==> src/rtl/cpu_pkg.sv <==
// Shared CPU constants and the instruction-fetch FSM state encoding.
package cpu_pkg;
    localparam int PC_W    = 16;
    localparam int INSTR_W = 16;
    localparam logic [INSTR_W-1:0] NOP_INSTR = 16'h0000;

    typedef enum logic [1:0] {
        S_RESET   = 2'd0,
        S_FETCH   = 2'd1,
        S_DISCARD = 2'd2
    } fetch_state_e;
endpackage

==> src/rtl/fetch_stage_if.sv <==
// Instruction-memory request/ack bus between the fetch stage and imem.
interface fetch_stage_if #(
    parameter int PC_W    = cpu_pkg::PC_W,
    parameter int INSTR_W = cpu_pkg::INSTR_W
);
    logic               req;
    logic [PC_W-1:0]    addr;
    logic               ack;
    logic [INSTR_W-1:0] rdata;

    modport master (output req, output addr, input ack, input rdata);
    modport slave  (input req, input addr, output ack, output rdata);
endinterface

==> src/rtl/fetch_stage_skid.sv <==
// One-entry {instr,pc} holding register for words returning while IF/ID is frozen.
module fetch_skid #(
    parameter int PC_W    = cpu_pkg::PC_W,
    parameter int INSTR_W = cpu_pkg::INSTR_W
) (
    input  logic               clk,
    input  logic               rst,
    input  logic               load_i,
    input  logic               unload_i,
    input  logic               clear_i,
    input  logic [INSTR_W-1:0] instr_i,
    input  logic [PC_W-1:0]    pc_i,
    output logic               valid_o,
    output logic [INSTR_W-1:0] instr_o,
    output logic [PC_W-1:0]    pc_o
);
    logic               valid_q, valid_d;
    logic [INSTR_W-1:0] instr_q, instr_d;
    logic [PC_W-1:0]    pc_q, pc_d;

    always_comb begin
        valid_d = valid_q;
        instr_d = instr_q;
        pc_d    = pc_q;
        if (clear_i) begin
            valid_d = 1'b0;
        end else if (load_i) begin
            valid_d = 1'b1;
            instr_d = instr_i;
            pc_d    = pc_i;
        end else if (unload_i) begin
            valid_d = 1'b0;
        end
    end

    always_ff @(posedge clk) begin
        if (rst) begin
            valid_q <= 1'b0;
            instr_q <= '0;
            pc_q    <= '0;
        end else begin
            valid_q <= valid_d;
            instr_q <= instr_d;
            pc_q    <= pc_d;
        end
    end

    assign valid_o = valid_q;
    assign instr_o = instr_q;
    assign pc_o    = pc_q;
endmodule

==> src/rtl/fetch_stage.sv <==
// Instruction fetch: PC, imem handshake FSM, skid entry and the IF/ID buffer.
module fetch_stage #(
    parameter int              PC_W     = cpu_pkg::PC_W,
    parameter int              INSTR_W  = cpu_pkg::INSTR_W,
    parameter logic [PC_W-1:0] RESET_PC = '0
) (
    input  logic               clk,
    input  logic               rst,
    input  logic               pcenable,
    input  logic               fetchbuffenable,
    input  logic               branch_taken,
    input  logic [PC_W-1:0]    branch_target,
    fetch_stage_if.master      imem,
    output logic [INSTR_W-1:0] ifid_instr,
    output logic [PC_W-1:0]    ifid_pc,
    output logic               ifid_valid
);
    import cpu_pkg::*;

    fetch_state_e       state_q, state_d;
    logic [PC_W-1:0]    pc_q, pc_d;
    logic [PC_W-1:0]    disc_addr_q, disc_addr_d;
    logic               hold_q, hold_d;
    logic [INSTR_W-1:0] ifid_instr_q, ifid_instr_d;
    logic [PC_W-1:0]    ifid_pc_q, ifid_pc_d;
    logic               ifid_valid_q, ifid_valid_d;
    logic               req, accept;
    logic               skid_valid;
    logic [INSTR_W-1:0] skid_instr;
    logic [PC_W-1:0]    skid_pc;

    fetch_skid #(.PC_W(PC_W), .INSTR_W(INSTR_W)) u_skid (
        .clk      (clk),
        .rst      (rst),
        .load_i   (accept && fetchbuffenable),
        .unload_i (!fetchbuffenable && skid_valid && !branch_taken),
        .clear_i  (branch_taken),
        .instr_i  (imem.rdata),
        .pc_i     (pc_q),
        .valid_o  (skid_valid),
        .instr_o  (skid_instr),
        .pc_o     (skid_pc)
    );

    always_comb begin
        state_d      = state_q;
        pc_d         = pc_q;
        disc_addr_d  = disc_addr_q;
        hold_d       = 1'b0;
        ifid_instr_d = ifid_instr_q;
        ifid_pc_d    = ifid_pc_q;
        ifid_valid_d = ifid_valid_q;
        req          = 1'b0;

        // hold_q keeps req up through a wait even if hazdet stalls meanwhile
        unique case (state_q)
            S_RESET:   req = 1'b0;
            S_FETCH:   req = (!pcenable || hold_q) && !skid_valid;
            S_DISCARD: req = 1'b1;
            default:   req = 1'b0;
        endcase
        accept = (state_q == S_FETCH) && req && imem.ack && !branch_taken;

        unique case (state_q)
            S_RESET: state_d = S_FETCH;
            S_FETCH: begin
                hold_d = req && !imem.ack && !branch_taken;
                if (branch_taken && req && !imem.ack) begin
                    state_d     = S_DISCARD;
                    disc_addr_d = pc_q;
                end
            end
            S_DISCARD: if (imem.ack) state_d = S_FETCH;
            default:   state_d = S_RESET;
        endcase

        if (branch_taken)
            pc_d = branch_target & ~PC_W'(1);
        else if (accept)
            pc_d = pc_q + PC_W'(2);

        if (branch_taken) begin
            ifid_valid_d = 1'b0;
            ifid_instr_d = NOP_INSTR;
        end else if (!fetchbuffenable) begin
            if (skid_valid) begin
                ifid_valid_d = 1'b1;
                ifid_instr_d = skid_instr;
                ifid_pc_d    = skid_pc;
            end else if (accept) begin
                ifid_valid_d = 1'b1;
                ifid_instr_d = imem.rdata;
                ifid_pc_d    = pc_q;
            end else begin
                ifid_valid_d = 1'b0;
                ifid_instr_d = NOP_INSTR;
            end
        end
    end

    always_ff @(posedge clk) begin
        if (rst) begin
            state_q      <= S_RESET;
            pc_q         <= RESET_PC;
            disc_addr_q  <= RESET_PC;
            hold_q       <= 1'b0;
            ifid_instr_q <= NOP_INSTR;
            ifid_pc_q    <= '0;
            ifid_valid_q <= 1'b0;
        end else begin
            state_q      <= state_d;
            pc_q         <= pc_d;
            disc_addr_q  <= disc_addr_d;
            hold_q       <= hold_d;
            ifid_instr_q <= ifid_instr_d;
            ifid_pc_q    <= ifid_pc_d;
            ifid_valid_q <= ifid_valid_d;
        end
    end

    // a discarded request keeps its original address until its ack drains
    assign imem.req   = req;
    assign imem.addr  = (state_q == S_DISCARD) ? disc_addr_q : pc_q;
    assign ifid_instr = ifid_instr_q;
    assign ifid_pc    = ifid_pc_q;
    assign ifid_valid = ifid_valid_q;
endmodule

==> src/flat_wrapper.sv <==
// flat-port wrapper written by rule: the top's interface ports become plain ports
module fetch_stage_flat import cpu_pkg::*;
#(
    parameter int              PC_W     = cpu_pkg::PC_W,
    parameter int              INSTR_W  = cpu_pkg::INSTR_W,
    parameter logic [PC_W-1:0] RESET_PC = '0
)
  (clk, rst, pcenable, fetchbuffenable, branch_taken, branch_target, ifid_instr, ifid_pc, ifid_valid, imem_req, imem_addr, imem_ack, imem_rdata);
  fetch_stage_if #(.PC_W(PC_W), .INSTR_W(INSTR_W)) imem_i ();
  input  logic clk;
  input  logic rst;
  input  logic pcenable;
  input  logic fetchbuffenable;
  input  logic branch_taken;
  input  logic [PC_W-1:0] branch_target;
  output logic [INSTR_W-1:0] ifid_instr;
  output logic [PC_W-1:0] ifid_pc;
  output logic ifid_valid;
  output wire logic [$bits(imem_i.req)-1:0] imem_req;
  output wire logic [$bits(imem_i.addr)-1:0] imem_addr;
  input wire logic [$bits(imem_i.ack)-1:0] imem_ack;
  input wire logic [$bits(imem_i.rdata)-1:0] imem_rdata;
  assign imem_req = imem_i.req;
  assign imem_addr = imem_i.addr;
  assign imem_i.ack = imem_ack;
  assign imem_i.rdata = imem_rdata;
  fetch_stage #(.PC_W(PC_W), .INSTR_W(INSTR_W), .RESET_PC(RESET_PC)) u_core (.clk(clk), .rst(rst), .pcenable(pcenable), .fetchbuffenable(fetchbuffenable), .branch_taken(branch_taken), .branch_target(branch_target), .imem(imem_i), .ifid_instr(ifid_instr), .ifid_pc(ifid_pc), .ifid_valid(ifid_valid));
endmodule
==> config.mk <==
export PLATFORM = sky130hd
export DESIGN_NAME = fetch_stage_flat
export DESIGN_NICKNAME = d
export VERILOG_FILES = /design/src/rtl/cpu_pkg.sv /design/src/rtl/fetch_stage_if.sv /design/src/rtl/fetch_stage_skid.sv /design/src/rtl/fetch_stage.sv /design/src/flat_wrapper.sv
export SDC_FILE = /design/constraint.sdc
export NUM_CORES = 1
export LEC_CHECK = 0
export BUFFER_PORTS_ARGS = -buffer_cell sky130_fd_sc_hd__buf_2
export CORE_MARGIN = 10
export CORE_UTILIZATION = 60
export CTS_CLUSTER_DIAMETER = 80
export CTS_CLUSTER_SIZE = 25
export DETAILED_ROUTE_END_ITERATION = 6
export GPL_ROUTABILITY_DRIVEN = 0
export PLACE_DENSITY = 0.86
export SLEW_MARGIN = 15
export SYNTH_ARGS = -nofsm -noshare
export SYNTH_HDL_FRONTEND = slang
export SYNTH_SLANG_ARGS = --single-unit
==> constraint.sdc <==
create_clock -name clk -period 4.12 [get_ports clk]
set_input_delay 0.412 -clock clk [delete_from_list [all_inputs] [get_ports clk]]
set_output_delay 0.412 -clock clk [all_outputs]
set_load 0.01 [all_outputs]
==> metrics.txt <==
total grt overflow=0; first-pass GRT wire length=19800 um; fin area=5120 um^2; CTS tree=yes; Sw Share=30.0%; power per cell area=350 nW/um^2; maximum clock insertion buffer count=2; CP Capture Type=flip-flop; Layout Nets=625; Root Buffer=clkbuf_8; RSZ-0062 raised after global routing=false; Worst-path clk slew=0.10 ns; sequential cell area fraction in the yosys report=42.2%; synthesis-to-finish area growth=11.2%; cts hold-fix bufs=0; Starting DRT DRC Count=325; netlist area before placement=4600 um^2; Worst slew margin=30.1%; critical path class=flip-flop to flip-flop; post-cts sizing count=0; FMAX=361 MHz; row cnt=31; GRT Resource Usage Total=20.5%; Port Buffer Count=84; Worst EP required=4.36 ns; drt pass-1 iters=5; final hold violation count=0; Synth Flop Type=dfxtp_1; crit-path max FO=31; Vias/cell=6.28; Yosys top cell area share=42.2%; Die Y=108 um; Final HPWL DP=8290 um; initial core utilization=62.4%; EDFF count, synth=0; pin count of the biggest net entering global routing=46; share of power burned in registers=55.0%; ANT nets after route=0; asr flop ratio synth=0%; worst hold margin=0.258 ns; Yosys Warn Count=0; vias in the first global route=4126; Pleak=1.82 nW; clk_lat worst skew=0.38 ns; # DRC=0; H-Tree Depth=3; top cells by area, synth=dfxtp_1 (42%), o21ai_0 (7.7%), a21oi_1 (7.4%); Worst-Margin Slew=1.05 ns; initial antenna violation count=0; Unique masters post-synth=52; Die Width=108 um; worst hold path class=primary input to flip-flop; area of the core=7370 um^2; Avg Inst Size Synth=8.63 um^2; Tcrit/Tclk final=67.2%; flops & latches, synth=97; Gate power share=12.3%; Num CTS Buffers=9; pins over their slew limit=0; Switch Pwr=537 uW; most frequent cells in the layout=dfxtp_1 (96), buf_2 (84), o21ai_0 (71); worst endpoint data arrival time=3.01 ns; I/O Pins=88; share of post-route cells with drive strength above 1=23.3%; # diodes=0; DR WL/cell=17.8 um; status=finished, final reports clean; clock share of power=32.8%; CP startpoint kind=flip-flop; Worst Clk Skew=0.00624 ns; Max-Cap Viols=0; Post-Route WL=12300 um; post-CTS repair timing setup buffer count=0; largest area contributor in the netlist=dfxtp_1; final setup fails=0; setup total negative slack=0 ns; total power=1.79 mW; die area=11600 um^2; vias post-DR=4314; Mapped Cells=533; VDD IR max=0.181 mV; dpl cell area=4940 um^2; # clock sinks=97; most common cell after layout, fill and taps aside=dfxtp_1; Tmin final=2.77 ns; P_int=1.25 mW
-- Yosys cell counts (all sizes together), types with 2 or more instances --
| cell type | number |
|---|---|
| dfxtp | 97 |
| o21ai | 71 |
| a21oi | 69 |
| nand3 | 58 |
| clkbuf | 35 |
| mux2i | 27 |
| a311oi | 24 |
| nand2 | 24 |
| buf | 21 |
| mux2 | 15 |
| nor2 | 15 |
| or4 | 8 |
| inv | 7 |
| o31ai | 7 |
| a32oi | 5 |
| and3 | 5 |
| nor3 | 5 |
| ha | 4 |
| or3 | 4 |
| a211oi | 2 |
| a31oi | 2 |
| and2 | 2 |
| and4 | 2 |
| nand2b | 2 |
| nand4 | 2 |
| nor2b | 2 |
| nor4 | 2 |
| o211ai | 2 |
-- cell type report --
class                   count  area, um^2
multi-input cells         372        2340
repair buffers             95         503
clock buffers               9         124
flip-flops and latches     97        1940
inverters                   8        30.0
well taps                  99         124
clock inverters             7        53.8
fillers                   606        2250
-- state kept, by name, indices dropped and copies added, names as in the netlist --
signal / cells
u_core.ifid_pc: 15
u_core.disc_addr_q: 15
u_core.ifid_instr: 16
u_core.pc_q: 15
u_core.ifid_valid: 1
u_core.u_skid.instr_o: 16
u_core.u_skid.valid_o: 1
u_core.hold_q: 1
u_core.state_q: 2
u_core.u_skid.pc_o: 15
-- stage by stage --
step	setup WS (ns)	util, %	std cells
5_1_grt	1.11	69.5	687
4_1_cts	1.43	69.5	687
2_1_floorplan	2.10	-	534
6_report	1.35	69.5	687
3_3_place_gp	1.24	67.0	671
3_5_place_dp	1.10	67.0	671
-- power by group through the flow --
stage	Combinational [mW]	Clock, mW	Sequential (mW)
floorplan	0.163	0	0.990
global placement	0.208	0	1.00
detailed placement	0.214	0	1.00
CTS	0.216	0.592	0.983
global route	0.238	0.630	0.988
finish	0.220	0.587	0.985
-- routing by layer --
layer	global-route usage (%)	vias to the layer above	routed length [um]
li1	-	2068	-
met1	25.2	2048	5140
met2	33.3	171	5920
met3	5.69	27	960
met4	8.11	0	241
met5	0	-	0
-- cell families after synthesis --
| family | synth area share (%) |
|---|---|
| compound gates | 23.9 |
| simple gates | 15.8 |
| flops | 42.2 |
| buf+inv | 7.42 |
| mux | 9.54 |
| fa+ha+maj | 1.09 |
| other cells | 0.0815 |
-- worst paths after layout --
path / startpoint / to / slack, ns / cells after the start
max: u_core.state_q[0]$_SDFFE_PP0P_ / u_core.u_skid.instr_o[8]$_SDFFE_PP0P_ / 1.35 / 6
min: branch_target[5] / u_core.pc_q[5]$_SDFFE_PP0P_ / 0.26 / 3
max reg2reg: u_core.state_q[0]$_SDFFE_PP0P_ / u_core.u_skid.instr_o[8]$_SDFFE_PP0P_ / 1.35 / 6
min reg2reg: u_core.ifid_valid$_SDFFE_PP0N_ / u_core.ifid_valid$_SDFFE_PP0N_ / 0.45 / 2
-- critical path: stages (launching register included) --
cell and delay (ns):
dfxtp_1 0.38, inv_1 0.08, ha_1 0.38, and2_1 0.36, nand3_1 0.79, o21ai_0 0.53, a21oi_1 0.11
No activity file was read; power rests on OpenSTA's default activity.
